[config.mk]
export PLATFORM = sky130hd
export DESIGN_NAME = pic_inta_ctrl
export DESIGN_NICKNAME = d
export VERILOG_FILES = /design/src/rtl/pic_pkg.sv /design/src/rtl/pic_prio_pick.sv /design/src/rtl/pic_inta_ctrl.sv
export SDC_FILE = /design/constraint.sdc
export NUM_CORES = 1
export LEC_CHECK = 0
export CAP_MARGIN = 10
export CORE_ASPECT_RATIO = 1.75
export CORE_MARGIN = 8
export CORE_UTILIZATION = 56
export DETAILED_ROUTE_END_ITERATION = 16
export GPL_TIMING_DRIVEN = 0
export HOLD_SLACK_MARGIN = 0.15
export PLACE_DENSITY = 0.82
export SETUP_SLACK_MARGIN = 0.15
export SLEW_MARGIN = 20
export SYNTH_ARGS = -nofsm -noshare
export SYNTH_HDL_FRONTEND = slang
export SYNTH_SLANG_ARGS = --single-unit
[constraint.sdc]
create_clock -name clk -period 6 [get_ports clk]
set_input_delay 1.2 -clock clk [delete_from_list [all_inputs] [get_ports clk]]
set_output_delay 1.2 -clock clk [all_outputs]
set_load 0.05 [all_outputs]
[src/rtl/pic_pkg.sv]
// Shared types, command codes and helpers for the 8259A-style interrupt controller core.
package pic_pkg;

    typedef enum logic [1:0] {
        IDLE = 2'd0,
        PEND = 2'd1,
        ACK1 = 2'd2,
        ACK2 = 2'd3
    } pic_state_t;

    localparam logic [1:0] EOI_NS       = 2'd0;
    localparam logic [1:0] EOI_SPEC     = 2'd1;
    localparam logic [1:0] EOI_ROT      = 2'd2;
    localparam logic [1:0] EOI_SETPRI   = 2'd3;
    localparam logic [2:0] SPURIOUS_LVL = 3'd7;

    // Distance from the highest-priority slot; 0 means most urgent.
    function automatic logic [2:0] prio_rank(input logic [2:0] lvl, input logic [2:0] sp);
        return lvl - sp - 3'd1;
    endfunction

    function automatic logic [7:0] lvl_onehot(input logic [2:0] lvl);
        return 8'h01 << lvl;
    endfunction

endpackage

[src/rtl/pic_prio_pick.sv]
// Rotating-priority picker: first set bit of vec8 scanning sp+1, sp+2 .. sp (mod 8).
module pic_prio_pick (
    input  logic [7:0] vec8,
    input  logic [2:0] sp,
    output logic       any,
    output logic [2:0] lvl
);

    logic [2:0] idx;

    // Scan from lowest to highest priority so the most urgent hit is assigned last.
    always_comb begin
        any = 1'b0;
        lvl = 3'd0;
        idx = 3'd0;
        for (int i = 7; i >= 0; i--) begin
            idx = sp + 3'd1 + 3'(i);
            if (vec8[idx]) begin
                any = 1'b1;
                lvl = idx;
            end else begin
                any = any;
            end
        end
    end

endmodule

[src/rtl/pic_inta_ctrl.sv]
// Interrupt sequencing core: IRR/ISR, rotating priority and the two-pulse INTA handshake.
// Optional automatic EOI at the second INTA is enabled by defining PIC_AEOI_EN.
module pic_inta_ctrl
    import pic_pkg::*;
#(
    parameter logic [7:0] VEC_BASE = 8'h08
) (
    input  logic       clk,
    input  logic       reset,
    input  logic [7:0] request,
    input  logic [7:0] mask,
    input  logic       inta,
    input  logic       eoi_wr,
    input  logic [1:0] eoi_type,
    input  logic [2:0] eoi_lvl,
    output logic       intr,
    output logic [7:0] vec,
    output logic       vec_valid,
    output logic [7:0] irr,
    output logic [7:0] isr,
    output logic [2:0] sp
);

    pic_state_t state_q, state_d;
    logic [7:0] request_q;
    logic [7:0] irr_q, irr_d;
    logic [7:0] isr_q, isr_d;
    logic [2:0] sp_q, sp_d;
    logic [2:0] lvl_q, lvl_d;
    logic       intr_q, intr_d;
    logic [7:0] vec_q, vec_d;
    logic       vec_valid_q, vec_valid_d;
`ifdef PIC_AEOI_EN
    logic       lvl_real_q, lvl_real_d;
    logic       last_rot_q, last_rot_d;
`endif

    logic [7:0] elig_s;
    logic       e_any_s, t_any_s, win_valid_s;
    logic [2:0] w_lvl_s, t_lvl_s;
    logic [7:0] ack_set_s, eoi_clr_s, auto_clr_s;

    assign elig_s = irr_q & ~mask;

    pic_prio_pick u_pick_req (.vec8(elig_s), .sp(sp_q), .any(e_any_s), .lvl(w_lvl_s));
    pic_prio_pick u_pick_isr (.vec8(isr_q),  .sp(sp_q), .any(t_any_s), .lvl(t_lvl_s));

    // Equal rank never preempts: the winner must be strictly more urgent than the top in-service level.
    assign win_valid_s = e_any_s &&
                         (!t_any_s || (prio_rank(w_lvl_s, sp_q) < prio_rank(t_lvl_s, sp_q)));

    // Handshake FSM, EOI decode and next-state of all registers.
    always_comb begin
        state_d     = state_q;
        lvl_d       = lvl_q;
        vec_d       = vec_q;
        vec_valid_d = 1'b0;
        sp_d        = sp_q;
        ack_set_s   = 8'h00;
        eoi_clr_s   = 8'h00;
        auto_clr_s  = 8'h00;
`ifdef PIC_AEOI_EN
        lvl_real_d  = lvl_real_q;
        last_rot_d  = last_rot_q;
`endif
        case (state_q)
            IDLE: begin
                if (win_valid_s) state_d = PEND;
                else             state_d = IDLE;
            end
            PEND: begin
                if (inta) begin
                    state_d = ACK1;
                    if (win_valid_s) begin
                        lvl_d     = w_lvl_s;
                        ack_set_s = lvl_onehot(w_lvl_s);
                    end else begin
                        lvl_d     = SPURIOUS_LVL;
                    end
`ifdef PIC_AEOI_EN
                    lvl_real_d = win_valid_s;
`endif
                end else begin
                    state_d = PEND;
                end
            end
            ACK1: begin
                if (inta) begin
                    state_d     = ACK2;
                    vec_d       = {VEC_BASE[7:3], lvl_q};
                    vec_valid_d = 1'b1;
`ifdef PIC_AEOI_EN
                    if (lvl_real_q) begin
                        auto_clr_s = lvl_onehot(lvl_q);
                        if (last_rot_q) sp_d = lvl_q;
                        else            sp_d = sp_q;
                    end else begin
                        auto_clr_s = 8'h00;
                    end
`endif
                end else begin
                    state_d = ACK1;
                end
            end
            ACK2: state_d = IDLE;
            default: state_d = IDLE;
        endcase

        // Commands act on the pre-ack isr and override any automatic rotation.
        if (eoi_wr) begin
`ifdef PIC_AEOI_EN
            last_rot_d = (eoi_type == EOI_ROT);
`endif
            case (eoi_type)
                EOI_NS:     eoi_clr_s = t_any_s ? lvl_onehot(t_lvl_s) : 8'h00;
                EOI_SPEC:   eoi_clr_s = lvl_onehot(eoi_lvl);
                EOI_ROT: begin
                    if (t_any_s) begin
                        eoi_clr_s = lvl_onehot(t_lvl_s);
                        sp_d      = t_lvl_s;
                    end else begin
                        eoi_clr_s = 8'h00;
                    end
                end
                EOI_SETPRI: sp_d = eoi_lvl;
                default:    eoi_clr_s = 8'h00;
            endcase
        end else begin
            eoi_clr_s = 8'h00;
        end

        irr_d  = (irr_q & ~ack_set_s) | (request & ~request_q);
        isr_d  = (isr_q & ~eoi_clr_s & ~auto_clr_s) | ack_set_s;
        intr_d = (state_d == PEND) || (state_d == ACK1);
    end

    // State and output registers.
    always_ff @(posedge clk or posedge reset) begin
        if (reset) begin
            state_q     <= IDLE;
            request_q   <= 8'h00;
            irr_q       <= 8'h00;
            isr_q       <= 8'h00;
            sp_q        <= 3'd7;
            lvl_q       <= 3'd0;
            intr_q      <= 1'b0;
            vec_q       <= 8'h00;
            vec_valid_q <= 1'b0;
`ifdef PIC_AEOI_EN
            lvl_real_q  <= 1'b0;
            last_rot_q  <= 1'b0;
`endif
        end else begin
            state_q     <= state_d;
            request_q   <= request;
            irr_q       <= irr_d;
            isr_q       <= isr_d;
            sp_q        <= sp_d;
            lvl_q       <= lvl_d;
            intr_q      <= intr_d;
            vec_q       <= vec_d;
            vec_valid_q <= vec_valid_d;
`ifdef PIC_AEOI_EN
            lvl_real_q  <= lvl_real_d;
            last_rot_q  <= last_rot_d;
`endif
        end
    end

    assign intr      = intr_q;
    assign vec       = vec_q;
    assign vec_valid = vec_valid_q;
    assign irr       = irr_q;
    assign isr       = isr_q;
    assign sp        = sp_q;

endmodule

; Yosys cells after proc, flatten, opt, wreduce, memory -nomap -nowiden
; Cells that the tools add are included.
[totals]
register_bits = 38
latch_bits = 0
ram_bits = 0
mem_bits_ro = 0
output_inout_bits = 29
memories = 0
[classes]
addsub = 12
n_mul = 0
n_div = 0
order_cmp = 9
n_eq_ne = 9
shift = 3
n_mux = 79
n_bitwise = 10
reduce_logical = 11
[op_table]
columns = operator, count
row1 = $mux 3, 18
row2 = $bmux 1 s3, 16
row3 = $mux 8, 5
row4 = $mux 1, 36
row5 = $and 8x8->8, 4
row6 = $lt 3x4->1 const B, 8
row7 = $not 8->8, 4
row8 = $shl 1x3->8 const A, 3
row9 = $or 8x8->8, 2
row10 = $pmux 8 s2, 1
row11 = $add 3x3->3 const B, 4
row12 = $eq 2x2->1 const B, 5
row13 = $pmux 2 s4, 1
row14 = $add 3x1->3 const B, 2
row15 = $add 3x2->3 const B, 2
row16 = $eq 2x1->1 const B, 3
row17 = $pmux 3 s2, 1
row18 = $sub 3x1->3 const B, 2
row19 = $sub 3x3->3, 2
row20 = $logic_not 2->1, 2
row21 = $reduce_and 2->1, 2
row22 = $lt 3x3->1, 1
row23 = $reduce_and 3->1, 1
row24 = $logic_or 1x1->1, 2
row25 = other kinds (6), 6

; Depth between registers and ports, before layout
; Gate-level depths: netlist of the first run.
[logic_depth]
word_depth = 23
mapped_depth = 24
mapped_depth_nobuf = 19

; Modules after synthesis
; From an unflattened synthesis of the first run, not the netlist that was laid out.
[hier_totals]
hier_cells = 380
area_unflattened_um2 = 3580.9
[modules_own_cells]
columns = module, n_inst, cells_each, area_each_um2
row1 = pic_inta_ctrl, 1, 180, 1926.8
row2 = pic_prio_pick, 2, 100, 827.0

; Least setup slack after synthesis of the first run
; No wires, ideal clock.
[synth_path]
path_type = register -> register
start = register sp_q[0] (netlist: sp[0])
end = register irr_q[4] (netlist: irr[4])
setup_time_ns = 0.136
arrival_time_ns = 5.280
path_slack_ns = 0.584
stages_incl_launch_ff = 22
period_less_slack_ns = 5.416
path_cell_list = dfstp_2 -> buf_6 -> inv_2 -> buf_2 -> ha_1 -> buf_6 -> inv_2 -> mux4_2 -> mux2_2 -> nor4b_1 -> a221o_1 -> inv_2 -> ha_1 -> fa_1 -> xor2_1 -> xnor2_1 -> ha_1 -> nor2b_1 -> o21ai_0 -> and2_1 -> and4_1 -> a32oi_1
[synth_via]
elab_chain_len = 23
word_cells_on_any_way = 87
classes_between = 12 x add/sub / 1 x order compare / 1 x shift / 67 x mux / 3 x bitwise / 3 x reduce/logical
[synth_rtl]
columns = item, line
row1 = from (decl), pic_inta_ctrl.sv:28  ; logic [2:0] sp_q, sp_d;
row2 = from (signal assigned), pic_inta_ctrl.sv:158  ; sp_q <= sp_d;
row3 = $add 3x1->3, pic_prio_pick.sv:17  ; idx = sp + 3'd1 + 3'(i);
row4 = $add 3x3->3, pic_prio_pick.sv:17
row5 = $bmux 1 s3, pic_prio_pick.sv:18  ; if (vec8[idx]) begin
row6 = $mux 1 (implied by the code), pic_prio_pick.sv:18
row7 = $mux 3 (8 in series), pic_prio_pick.sv:18
row8 = $sub 3x3->3, pic_pkg.sv:19  ; return lvl - sp - 3'd1;
row9 = $sub 3x1->3, pic_pkg.sv:19
row10 = $lt 3x3->1, pic_inta_ctrl.sv:50  ; (!t_any_s || (prio_rank(w_lvl_s, sp_q) < prio_rank(t_lvl_s, sp_q)));
row11 = $logic_or 1x1->1, pic_inta_ctrl.sv:50
row12 = $logic_and 1x1->1, pic_inta_ctrl.sv:49  ; assign win_valid_s = e_any_s &&
row13 = $mux 8 *, pic_inta_ctrl.sv:74  ; if (win_valid_s) begin
row14 = $mux 8 *, pic_inta_ctrl.sv:72  ; if (inta) begin
row15 = $mux 8 *, pic_inta_ctrl.sv:66  ; case (state_q)
row16 = $not 8->8 *, pic_inta_ctrl.sv:132  ; irr_d = (irr_q & ~ack_set_s) | (request & ~request_q);
row17 = $and 8x8->8 *, pic_inta_ctrl.sv:132
row18 = $or 8x8->8 *, pic_inta_ctrl.sv:132
row19 = named net irr_d[4], pic_inta_ctrl.sv:26  ; logic [7:0] irr_q, irr_d;
row20 = to (signal assigned), pic_inta_ctrl.sv:156  ; irr_q <= irr_d;
row21 = to (decl), pic_inta_ctrl.sv:26
; Mark *: on every way through the listed nets, which the timed path passes. The rest lies on a longest branch. The select of a mux whose other input is x is not followed.
; A chain may end at the register's enable or synchronous reset.

; Worst setup path in the final report of the first run
[layout_path]
start = register sp_q[0] (netlist: sp[0])
end = register irr_q[5] (netlist: irr[5])
; Same word-level chain as after synthesis.

==> results of run 1 <==
## registers in the layout (all words and copies together) (netlist names)
signal / flops
isr: 8
sp: 3
state_q: 2
request_q: 8
lvl_q: 3
intr: 1
irr: 8
vec: 4
vec_valid: 1
## routing by layer
metal | up-vias | routed length [microns]
met1 | 1778 | 4056
met3 | 50 | 565
li1 | 1632 | -
met2 | 169 | 6395
met5 | - | 0
met4 | 0 | 560
## path summary, 6_finish.rpt
| path | from | to | slack (ps) | cells after the start |
|---|---|---|---|---|
| worst max-delay path | sp[0]$_DFFE_PP1P_ | irr[5]$_DFF_PP0_ | 360 | 21 |
| worst min-delay path | request_q[0]$_DFF_PP0_ | irr[0]$_DFF_PP0_ | 480 | 1 |
| worst max register to register | sp[0]$_DFFE_PP1P_ | irr[5]$_DFF_PP0_ | 360 | 21 |
| worst min register to register | request_q[0]$_DFF_PP0_ | irr[0]$_DFF_PP0_ | 480 | 1 |
| min in group asynchronous | reset | isr[3]$_DFF_PP0_ | 1390 | 2 |
| max in group asynchronous | reset | irr[1]$_DFF_PP0_ | 4120 | 2 |
## layout make-up
class / instances / area (sq um) / share of cell area
Buffer: 21 / 146.4 / 0.03196
Clock buffer: 6 / 138.9 / 0.03032
Clock inverter: 2 / 60.06 / 0.01311
Inverter: 26 / 100.1 / 0.02185
Multi-Input combinational cell: 308 / 2550 / 0.5567
Sequential cell: 38 / 954.7 / 0.2084
Tap cell: 82 / 102.6 / 0.02240
Timing Repair Buffer: 54 / 528.0 / 0.1153
## cells in the mapped netlist (all sizes together) (10+ instances only)
master and number:
a21oi 12, buf 18, dfrtp 35, inv 26, mux2i 11, mux4 18
nand2 33, nand2b 20, nand3b 10, nor2 22, nor2b 10, o21ai 22
## worst max-delay path, stage by stage, from the launching register on
cell	delay [ps]
dfstp_2	600
buf_6	180
inv_2	70
clkbuf_4	240
ha_1	330
buf_6	150
inv_4	100
mux4_2	580
mux2_2	350
nor4b_1	300
a221o_2	300
inv_2	130
ha_1	220
fa_1	390
xor2_1	160
xnor2_1	140
ha_1	310
nor2b_1	140
o21ai_2	240
and2_4	230
and4_1	200
a32oi_1	100
## timing repair
action / CTS / global route
endpoints found under the setup margin: 21 / 21
endpoints found under the hold margin: 0 / 0
buffers inserted: 1 / 4
resized for setup: 6 / 10
cloned: 0 / 0
pin swaps: 1 / 3
## through the flow
stage | cells | instance area, sq um | utilization | setup WS, ps
2_1_floorplan | 393 | 3712 | - | 583.8
3_3_place_gp | 524 | 4305 | 0.6684 | -87.66
3_5_place_dp | 524 | 4305 | 0.6684 | -137.8
4_1_cts | 533 | 4523 | 0.7022 | 207.0
5_1_grt | 537 | 4581 | 0.7112 | 133.3
6_report | 537 | 4581 | 0.7112 | 363.5
## logic make-up (layout without fill, tap and decap cells)
| group | count (synthesis) | count (layout) |
|---|---|---|
| AO/OA/AOI/OAI | 116 | 116 |
| XOR/XNOR | 10 | 10 |
| adder cells (fa/ha/maj) | 8 | 8 |
| buffers and inverters | 47 | 109 |
| flip-flops | 38 | 38 |
| multiplexers | 35 | 35 |
| other | 1 | 4 |
| AND/OR/NAND/NOR | 135 | 135 |
==> results.sh, run 1 <==
export IMPL_status="finished clean"
export IMPL_cts_htree_levels=2
export IMPL_tightest_slew_ps=995.0
export IMPL_synthMuxAreaShare=0.1616
export IMPL_synth_edff_count=0
export IMPL_drive_gt1_frac=0.1714
export IMPL_yosys_area_top_type="dfrtp_1"
export IMPL_dp_hpwl_microns=8630
export IMPL_via_per_inst=6.758
export IMPL_synth_area_sq_um=3701
export IMPL_synthArstFlopShare=1.000
export IMPL_use_met3=0.02838
export IMPL_die_w_microns=77.46
export IMPL_ys_ff_latch=38
export IMPL_yosys_area_share_xor_xnor=0.04124
export IMPL_ys_seq_area_frac=0.2579
export IMPL_row_count=39
export IMPL_final_antenna_net_count=0
export IMPL_rsz0062_at_grt="yes"
export IMPL_synthAdderAreaFrac=0.03110
export IMPL_fin_crit_sh=0.9394
export IMPL_grt_max_degree=39
export IMPL_area_growth_pct=23.77
export IMPL_pin_count=54
export IMPL_setup_tns_ps=0
export IMPL_crit_fanout=12
export IMPL_grt_pass1_vias=3834
export IMPL_core_sq_um=6441
export IMPL_cap_violations=0
export IMPL_diodes=0
export IMPL_clock_sinks=38
export IMPL_numPortBuffers=49
export IMPL_synth_top_family_by_area="compound AO/OA/AOI/OAI gates"
export IMPL_ys_flop_type="dfrtp_1"
export IMPL_met2_usage=0.4574
export IMPL_critPathArrivalTime_ps=5780
export IMPL_setup_violations_final=0
export IMPL_grt_ovfl_total=0
export IMPL_worstSetupStartpointType="flop"
export IMPL_grt_pass1_wl_microns=18630
export IMPL_avgSynthCellArea_sq_um=9.490
export IMPL_finalHoldViolCount=0
export IMPL_netlist_area_leader_share=0.2366
export IMPL_fin_skew_ps=6.864
export IMPL_die_area_sq_um=9569
export IMPL_min_period_ps=5637
export IMPL_clockBufferDepth=2
export IMPL_synthCells=390
export IMPL_path_class="reg -> reg"
export IMPL_synth_top_cells_by_area="dfrtp_1, mux4_2, nand2b_1"
export IMPL_cts_root_buf="clkbuf_16"
export IMPL_cp_required_ps=6150
export IMPL_grt_util_all_layers=0.2432
export IMPL_final_common_cell="clkdlybuf4s50_1"
export IMPL_timing_hold_ws_ps=480.1
export IMPL_routed_wl_microns=11580
export IMPL_cts_tree="built"
export IMPL_clk_latency_ps=280
export IMPL_ys_types=78
export IMPL_ctsHoldBuffers=0
export IMPL_synth_compound_area_frac=0.2356
export IMPL_slew_violations=0
export IMPL_numCtsBuffers=5
export IMPL_fillers=515
export IMPL_vias=3629
export IMPL_maxClockFrequency_mhz=177.4
export IMPL_final_cell_mix="clkdlybuf4s50_1, dfrtp_1, nand2_1, inv_1"
export IMPL_endpoint_kind="flop"
export IMPL_slew_headroom=0.3352
export IMPL_hold_path_class="reg -> reg"
export IMPL_gp_congestion=0.9738
export IMPL_antenna_found_initial=0
export IMPL_synth_simple_area_share=0.2072
export IMPL_die_h_microns=123.5
export IMPL_yosys_warnings=0
export IMPL_top_usage_layer="met2"
export IMPL_avgRoutedWirePerCell_microns=21.56
export IMPL_start_util=0.5746
export IMPL_first_pass_iters=7
export IMPL_route_detailed_drc=0
export IMPL_path_clk_slew_ps=60
export IMPL_grt_util_met1=0.2416
export IMPL_num_nets_final=487
export IMPL_first_iter_violations=345
Power of run 1 is left out: the tool's default activity adds up to more than one toggle a clock period on the data nets, which glitch-free logic cannot reach.
==> run 2: changes to the inputs <==
--- a/config.mk
+++ b/config.mk
@@ -14,6 +14,7 @@
 export HOLD_SLACK_MARGIN = 0.15
 export PLACE_DENSITY = 0.82
 export SETUP_SLACK_MARGIN = 0.15
+export SKIP_CTS_REPAIR_TIMING = 1
 export SLEW_MARGIN = 20
 export SYNTH_ARGS = -nofsm -noshare
 export SYNTH_HDL_FRONTEND = slang
==> run 2 against run 1 <==
Clock skew decreased by 1.8 ps; register-to-register slack got worse by 20 ps; utilization about the same; wire length decreased by 0.92%; largest cell class unchanged; via count increased by 0.52%.
==> results.sh, run 2 (synthesized netlist as in run 1, its figures left out) <==
export IMPL_num_nets_final=488
export IMPL_clock_sinks=38
export IMPL_critPathArrivalTime_ps=5800
export IMPL_tightest_slew_ps=985.5
export IMPL_multi_input_area_sq_um=2545
export IMPL_hold_path_class="reg -> reg"
export IMPL_setup_violations_final=0
export IMPL_path_cells="buf_6 > inv_2 > buf_2 > ha_1 > buf_6 > inv_2 > mux4_2 > mux2_2 > nor4b_1 > a221o_2 > inv_2 > ha_1 > fa_1 > xor2_1 > xnor2_1 > ha_1 > nor2b_1 > o21ai_2 > and2_4 > and4_1 > a32oi_1"
export IMPL_final_cell_mix="clkdlybuf4s50_1, dfrtp_1, nand2_1, inv_1"
export IMPL_slowest_delay_ps=600
export IMPL_setup_tns_ps=0
export IMPL_maxClockFrequency_mhz=176.8
export IMPL_cap_violations=0
export IMPL_first_iter_violations=365
export IMPL_grt_pass1_vias=3830
export IMPL_fillers=518
export IMPL_die_h_microns=123.5
export IMPL_fin_crit_sh=0.9429
export IMPL_slew_headroom=0.3416
export IMPL_numCtsBuffers=5
export IMPL_grt_util_met1=0.2425
export IMPL_grt_max_degree=39
export IMPL_routed_wl_microns=11470
export IMPL_avgRoutedWirePerCell_microns=21.32
export IMPL_slew_violations=0
export IMPL_dp_hpwl_microns=8630
export IMPL_vias=3648
export IMPL_diodes=0
export IMPL_register_area_sq_um=954.7
export IMPL_cts_htree_levels=2
export IMPL_gp_congestion=0.9738
export IMPL_min_period_ps=5657
export IMPL_cp_required_ps=6150
export IMPL_cts_tree="built"
export IMPL_final_antenna_net_count=0
export IMPL_die_w_microns=77.46
export IMPL_cts_root_buf="clkbuf_16"
export IMPL_die_area_sq_um=9569
export IMPL_rsz0062_at_grt="yes"
export IMPL_fin_skew_ps=5.040
export IMPL_first_pass_iters=5
export IMPL_worstSetupStartpointType="flop"
export IMPL_grt_util_all_layers=0.2419
export IMPL_slowest_stage="dfstp_2"
export IMPL_use_met3=0.02111
export IMPL_clk_latency_ps=280
export IMPL_met2_usage=0.4547
export IMPL_grt_pass1_wl_microns=18520
export IMPL_final_common_cell="clkdlybuf4s50_1"
export IMPL_pin_count=54
export IMPL_clockBufferDepth=2
export IMPL_path_clk_slew_ps=60
export IMPL_area_growth_pct=23.70
export IMPL_route_detailed_drc=0
export IMPL_path_class="reg -> reg"
export IMPL_antenna_found_initial=0
export IMPL_status="finished clean"
export IMPL_endpoint_kind="flop"
export IMPL_row_count=39
export IMPL_drive_gt1_frac=0.1711
export IMPL_start_util=0.5746
export IMPL_numPortBuffers=49
export IMPL_finalHoldViolCount=0
export IMPL_core_sq_um=6441
export IMPL_crit_fanout=12
export IMPL_top_usage_layer="met2"
export IMPL_grt_ovfl_total=0
export IMPL_via_per_inst=6.781
-- run 2: changes by cell type in the layout (fill, tap and decap cells not counted), sizes merged --
| cell | previous run | this run |
|---|---|---|
| buf | 21 | 22 |
-- run 2: layout make-up --
class,count,area share
tap,82,0.02241
clock buffer,6,0.03034
timing repair buffer,55,0.1170
clock inverter,2,0.01312
sequential,38,0.2085
multi-input combinational,308,0.5559
buffer,21,0.03143
inverter,26,0.02132
-- run 2: path summary, 6_finish.rpt --
kind                                        start                     end  slack [ps]  cells past startpoint
max                             sp[0]$_DFFE_PP1P_        irr[5]$_DFF_PP0_         340                     21
min                        request_q[2]$_DFF_PP0_        irr[2]$_DFF_PP0_         470                      1
max reg2reg                     sp[0]$_DFFE_PP1P_        irr[5]$_DFF_PP0_         340                     21
min reg2reg                request_q[2]$_DFF_PP0_        irr[2]$_DFF_PP0_         470                      1
max in group asynchronous                   reset  request_q[1]$_DFF_PP0_        4130                      2
min in group asynchronous                   reset        isr[3]$_DFF_PP0_        1390                      2
-- run 2: critical path: cells and delay by family (launching register included) --
kind	cells	cell delay [ps]
adder cells (fa/ha/maj)	4	1260
XOR/XNOR	2	300
AO/OA/AOI/OAI	3	620
buffers and inverters	6	910
flip-flops	1	600
AND/OR/NAND/NOR	4	880
multiplexers	2	940
-- run 2: per-layer routing --
metal	vias up	part of all wire
met1	1779	0.35
met2	189	0.55
met4	0	0.051
met5	-	0
li1	1626	-
met3	54	0.049
-- run 2: through the flow --
stage | instances | area, sq um | hold slack, ps | utilization | setup slack [ps]
2_1_floorplan | 393 | 3712 | 453.8 | - | 583.8
3_3_place_gp | 524 | 4305 | 451.8 | 0.6684 | -87.66
3_5_place_dp | 524 | 4305 | 463.3 | 0.6684 | -137.8
4_1_cts | 532 | 4504 | 471.5 | 0.6993 | -254.8
5_1_grt | 538 | 4578 | 486.7 | 0.7108 | 115.0
6_report | 538 | 4578 | 474.8 | 0.7108 | 342.8
Power of run 2 is left out for the same reason.
==> RTL change 1, RTL diff (config.mk and constraints of run 2) <==
Add an input register stage for `request`, `mask`, `inta`, `eoi_wr` and `eoi_lvl`, without a reset; this delays them by one clock. The other inputs are not delayed to match.
--- a/src/rtl/pic_inta_ctrl.sv
+++ b/src/rtl/pic_inta_ctrl.sv
@@ -23,2 +23,16 @@
 
+    logic [7:0] request_r;
+    logic [7:0] mask_q;
+    logic inta_q;
+    logic eoi_wr_q;
+    logic [2:0] eoi_lvl_q;
+
+    always_ff @(posedge clk) begin
+        request_r <= request;
+        mask_q    <= mask;
+        inta_q    <= inta;
+        eoi_wr_q  <= eoi_wr;
+        eoi_lvl_q <= eoi_lvl;
+    end
+
     pic_state_t state_q, state_d;
@@ -42,3 +56,3 @@
 
-    assign elig_s = irr_q & ~mask;
+    assign elig_s = irr_q & ~mask_q;
 
@@ -71,3 +85,3 @@
             PEND: begin
-                if (inta) begin
+                if (inta_q) begin
                     state_d = ACK1;
@@ -87,3 +101,3 @@
             ACK1: begin
-                if (inta) begin
+                if (inta_q) begin
                     state_d     = ACK2;
@@ -109,3 +123,3 @@
         // Commands act on the pre-ack isr and override any automatic rotation.
-        if (eoi_wr) begin
+        if (eoi_wr_q) begin
 `ifdef PIC_AEOI_EN
@@ -115,3 +129,3 @@
                 EOI_NS:     eoi_clr_s = t_any_s ? lvl_onehot(t_lvl_s) : 8'h00;
-                EOI_SPEC:   eoi_clr_s = lvl_onehot(eoi_lvl);
+                EOI_SPEC:   eoi_clr_s = lvl_onehot(eoi_lvl_q);
                 EOI_ROT: begin
@@ -124,3 +138,3 @@
                 end
-                EOI_SETPRI: sp_d = eoi_lvl;
+                EOI_SETPRI: sp_d = eoi_lvl_q;
                 default:    eoi_clr_s = 8'h00;
@@ -131,3 +145,3 @@
 
-        irr_d  = (irr_q & ~ack_set_s) | (request & ~request_q);
+        irr_d  = (irr_q & ~ack_set_s) | (request_r & ~request_q);
         isr_d  = (isr_q & ~eoi_clr_s & ~auto_clr_s) | ack_set_s;
@@ -154,3 +168,3 @@
             state_q     <= state_d;
-            request_q   <= request;
+            request_q   <= request_r;
             irr_q       <= irr_d;
Check against the original RTL: not equivalent (Yosys sat finds a counterexample within 4 cycles, from zero or initial values and one cycle with reset high).
==> RTL change 1 against run 2 <==
- cell area increased by 15%
- utilization increased by 2.6 points
- global-route usage decreased by 0.59 points
- setup slack got worse by 0.12 ns
- wire length increased by 8.2%
- sequential cell count increased by 21
- critical endpoint unchanged
- critical path depth unchanged
- synthesized area increased by 11%
- first-iteration DRC count decreased by 12%
- critical path type unchanged
- clock skew increased by 0.0029 ns
- die area increased by 8.9%
Power is not shown: default switching activity piles up to over one toggle a cycle in this logic, so the estimate is an artifact.
==> RTL change 1: results (changes against run 2) <==
metric,value,unit,change
critPathTopFamily,compound AO/OA/AOI/OAI gates,,
synth.top_cells.by_area,"dfrtp_1, mux4_2, dfxtp_1, mux2i_1, mux2_2",,
grt_first_pass_wirelength,19270,um,+4.1%
initialDrtViolationCount,323,,-12%
cts_buffers,9,,+4
outcome,"complete, no violations",,
nets,516,,+5.7%
crit_fanout,12,,unchanged
yosysSeqAreaShare,33.56,%,+7.8 points
skew,0.007923,ns,+0.002883 ns
wl_met3,658,um,+18%
diodes,0,,unchanged
crit_path_top_delay_cell,mux4_2,,
nFillCells,495,,-4.4%
async_flop_share,64.41,%,-36 points
dp.cells,546,,+4.2%
grt_pass1_vias,3880,,+1.3%
synth_compound_area_share,19.54,%,-4.0 points
yosys-top-cells-count,"dfrtp_1, nand2_1, a21oi_1, dfxtp_1, inv_1",,
htree_num_levels,3,,+1
met3_usage,3.953,%,+1.8 points
gp_congestion,0.9364,,-3.8%
syn_inst,408,,+4.6%
synthMuxAreaShare,19.79,%,+3.6 points
dp.final_hpwl,8956,um,+3.8%
drt-met1-wl,4356,um,+8.9%
final_cells,574,,+6.7%
drt_wl_total,12410,um,+8.2%
synthAdderAreaFrac,2.809,%,-0.30 points
postPlaceCellArea,4722,um2,+9.7%
antenna_found_initial,0,,unchanged
place_ws,-0.5349,ns,-0.3971 ns
layout-drive-gt1-share,22.75,%,+5.6 points
wl_met2,6863,um,+8.5%
grt.total_usage,23.61,%,-0.59 points
maxSlewHeadroom,40.43,%,+6.3 points
ys_types,77,,-1.3%
avgViaCountPerCell,6.723,,-0.85%
synth_xor_area_share,3.267,%,-0.86 points
clkLatencyLatePin,0.32,ns,+0.04 ns
grtUsageMet1,24.40,%,+0.15 points
grt_util_met2,41.98,%,-3.5 points
RTL change 1: final timing paths:
check                      slack (ns)          from           end  cells past startpoint
min in group asynchronous        1.34         reset  request_q[1]                      2
setup / recovery                 0.22         sp[0]        irr[5]                     21
hold reg to reg                  0.34  request_r[7]  request_q[7]                      0
setup reg to reg                 0.22         sp[0]        irr[5]                     21
max in group asynchronous        4.15         reset          intr                      2
hold / removal                   0.34  request_r[7]  request_q[7]                      0
RTL change 1: layout make-up:
cell class / instances / area [um2] / share of cell area [%]
flip-flops and latches: 59 / 1375 / 26.18
multi-input cells: 306 / 2650 / 50.45
plain buffers: 23 / 155.1 / 2.954
clock buffers: 11 / 242.7 / 4.621
inverters: 23 / 88.84 / 1.691
repair buffers: 61 / 580.6 / 11.05
clock inverters: 5 / 52.55 / 1.000
well taps: 86 / 107.6 / 2.049
==> RTL change 2, RTL diff (settings of run 2) <==
Without the edit above. The option `PIC_AEOI_EN` is turned on by a define.
--- a/src/rtl/pic_inta_ctrl.sv
+++ b/src/rtl/pic_inta_ctrl.sv
@@ -2,2 +2,4 @@
 // Optional automatic EOI at the second INTA is enabled by defining PIC_AEOI_EN.
+`define PIC_AEOI_EN
+
 module pic_inta_ctrl
Function: changed (a bounded check fails within 10 cycles, from zero or initial values and one cycle with reset high).
==> RTL change 2 against run 2 <==
- wire length up 56%
- sequential share of layout area down 4.1 points
- first-iteration DRC count up 120%
- sequential cell count up 2
- hold slack better by 0.0052 ns
- cell area up 31%
- the run now ends with setup timing left
- utilization up 9.3 points
- setup slack worse by 0.40 ns
- synthesized area up 14%
- count of clock-buffer cells in the layout unchanged
Power is left out: the tool's default activity adds up to more than one toggle a clock period on the data nets, which glitch-free logic cannot reach.
==> RTL change 2: results (changes against run 2) <==
metric,value,unit,change
place_ws,-0.9875,ns,-0.8497 ns
portBuffers,48,,-2.0%
finalSetupViolCount,3,,+3
timing.final.ws_setup,-0.06042,ns,-0.4032 ns
antenna_found_initial,0,,unchanged
hold_path_class,reg2reg,,
nets,619,,+27%
htree_num_levels,2,,unchanged
wire_per_inst,26.44,um,+24%
dp.final_hpwl,11760,um,+36%
crit_fanout,10,,-2
path_clk_slew,0.06,ns,about the same
diodes,0,,unchanged
clk_path_buf_depth,2,,unchanged
initialDrtViolationCount,805,,+120%
yosysSeqAreaShare,23.77,%,-2.0 points
nFillCells,443,,-14%
ys_warn_count,0,,unchanged
cts_root_buf,clkbuf_16,,
gp_congestion,0.9845,,+1.1%
clkLatencyLatePin,0.29,ns,
layout-drive-gt1-share,31.52,%,+14 points
grt_first_pass_wirelength,23690,um,+28%
grt.total_usage,28.80,%,+4.6 points
dr.pass1.iters,7,,+2
async_flop_share,100.0,%,unchanged
synth.top_cells.by_area,"dfrtp_1, mux4_2, mux2i_1, mux2_2, nand2_1",,
grt_max_degree,33,,-15%
cap_violations,0,,unchanged
postPlaceCellArea,4848,um2,+13%
ys_types,80,,+2.6%
num_vias,4967,,+36%
maxSlewHeadroom,45.90,%,+12 points
outcome,"finished, violations left",,
postRouteAntennaNets,0,,unchanged
skew,0.008204,ns,+0.003163 ns
cts_buffers,5,,unchanged
yosys-top-cells-count,"dfrtp_1, nand2_1, inv_1",,
failed_checks,setup timing,,
grt_pass1_vias,4476,,+17%
## RTL change 2: cell count changes in the layout (fill, tap and decap cells not counted), sizes merged, moves of 8 or more
cell,change
dlymetal6s2s,+8
a21oi,+11
clkdlybuf4s50,-9
mux2,+8
buf,+42
nor4,+8
clkbuf,+14
nand2b,-10
nor3,+10
## RTL change 2: cell families after synthesis
logic type               Yosys count  synth area share [%]
buffers and inverters             64                 6.927
adder cells (fa/ha/maj)            8                 2.723
other                              1               0.08872
flip-flops                        40                 23.77
multiplexers                      47                 16.37
XOR/XNOR                           9                 2.516
AND/OR/NAND/NOR                  155                 20.40
AO/OA/AOI/OAI                    155                 27.21
## RTL change 2: final timing paths
check	cells past startpoint	from	slack (ns)	endpoint
worst max-delay path	26	sp[0]	-0.06	isr[6]
worst min-delay path	1	request_q[3]	0.48	irr[3]
worst max register to register	26	sp[0]	-0.06	isr[6]
worst min register to register	1	request_q[3]	0.48	irr[3]
max in group asynchronous	3	reset	4.32	sp[1]
min in group asynchronous	2	reset	1.16	irr[6]
## RTL change 2: routing by layer
metal | vias to the layer above | part of all wire [%] | GRT usage, %
met4 | 0 | 6.7 | 17.98
met2 | 369 | 51 | 50.54
met1 | 2390 | 34 | 31.22
met3 | 123 | 8.0 | 4.110
met5 | - | 0 | 0
li1 | 2085 | - | -
## RTL change 2: through the flow
step | setup TNS (ns) | hold WS, ns | cells | util (%)
2_1_floorplan | 0 | 0.4538 | 482 | -
3_3_place_gp | -10.49 | 0.4527 | 618 | 64.70
3_5_place_dp | -13.56 | 0.4592 | 619 | 64.97
4_1_cts | -14.14 | 0.4738 | 627 | 67.35
5_1_grt | -0.4808 | 0.4787 | 675 | 80.42
6_report | -0.1429 | 0.4800 | 675 | 80.42
## RTL change 2: critical path: stages, from the launching register on
cell	delay, ns
dfstp_2	0.56
buf_8	0.13
buf_12	0.11
inv_4	0.08
ha_4	0.25
buf_12	0.15
buf_12	0.15
buf_8	0.14
nor4b_1	0.39
a31oi_1	0.15
a21oi_2	0.35
a211oi_2	0.13
a221oi_4	0.33
a211oi_4	0.14
nor2_2	0.21
inv_2	0.10
fa_2	0.37
xnor2_1	0.15
xnor2_1	0.17
ha_1	0.29
nor2b_1	0.16
o32ai_4	0.19
o311a_4	0.27
o211ai_1	0.14
or3_4	0.44
buf_4	0.16
o21ai_0	0.23
## RTL change 2: cell type report
type / count / area share [%]
well taps: 88 / 1.835
inverters: 30 / 1.960
clock buffers: 6 / 2.314
repair buffers: 97 / 15.47
flip-flops and latches: 40 / 16.74
clock inverters: 2 / 0.6464
plain buffers: 34 / 4.295
multi-input cells: 378 / 56.73
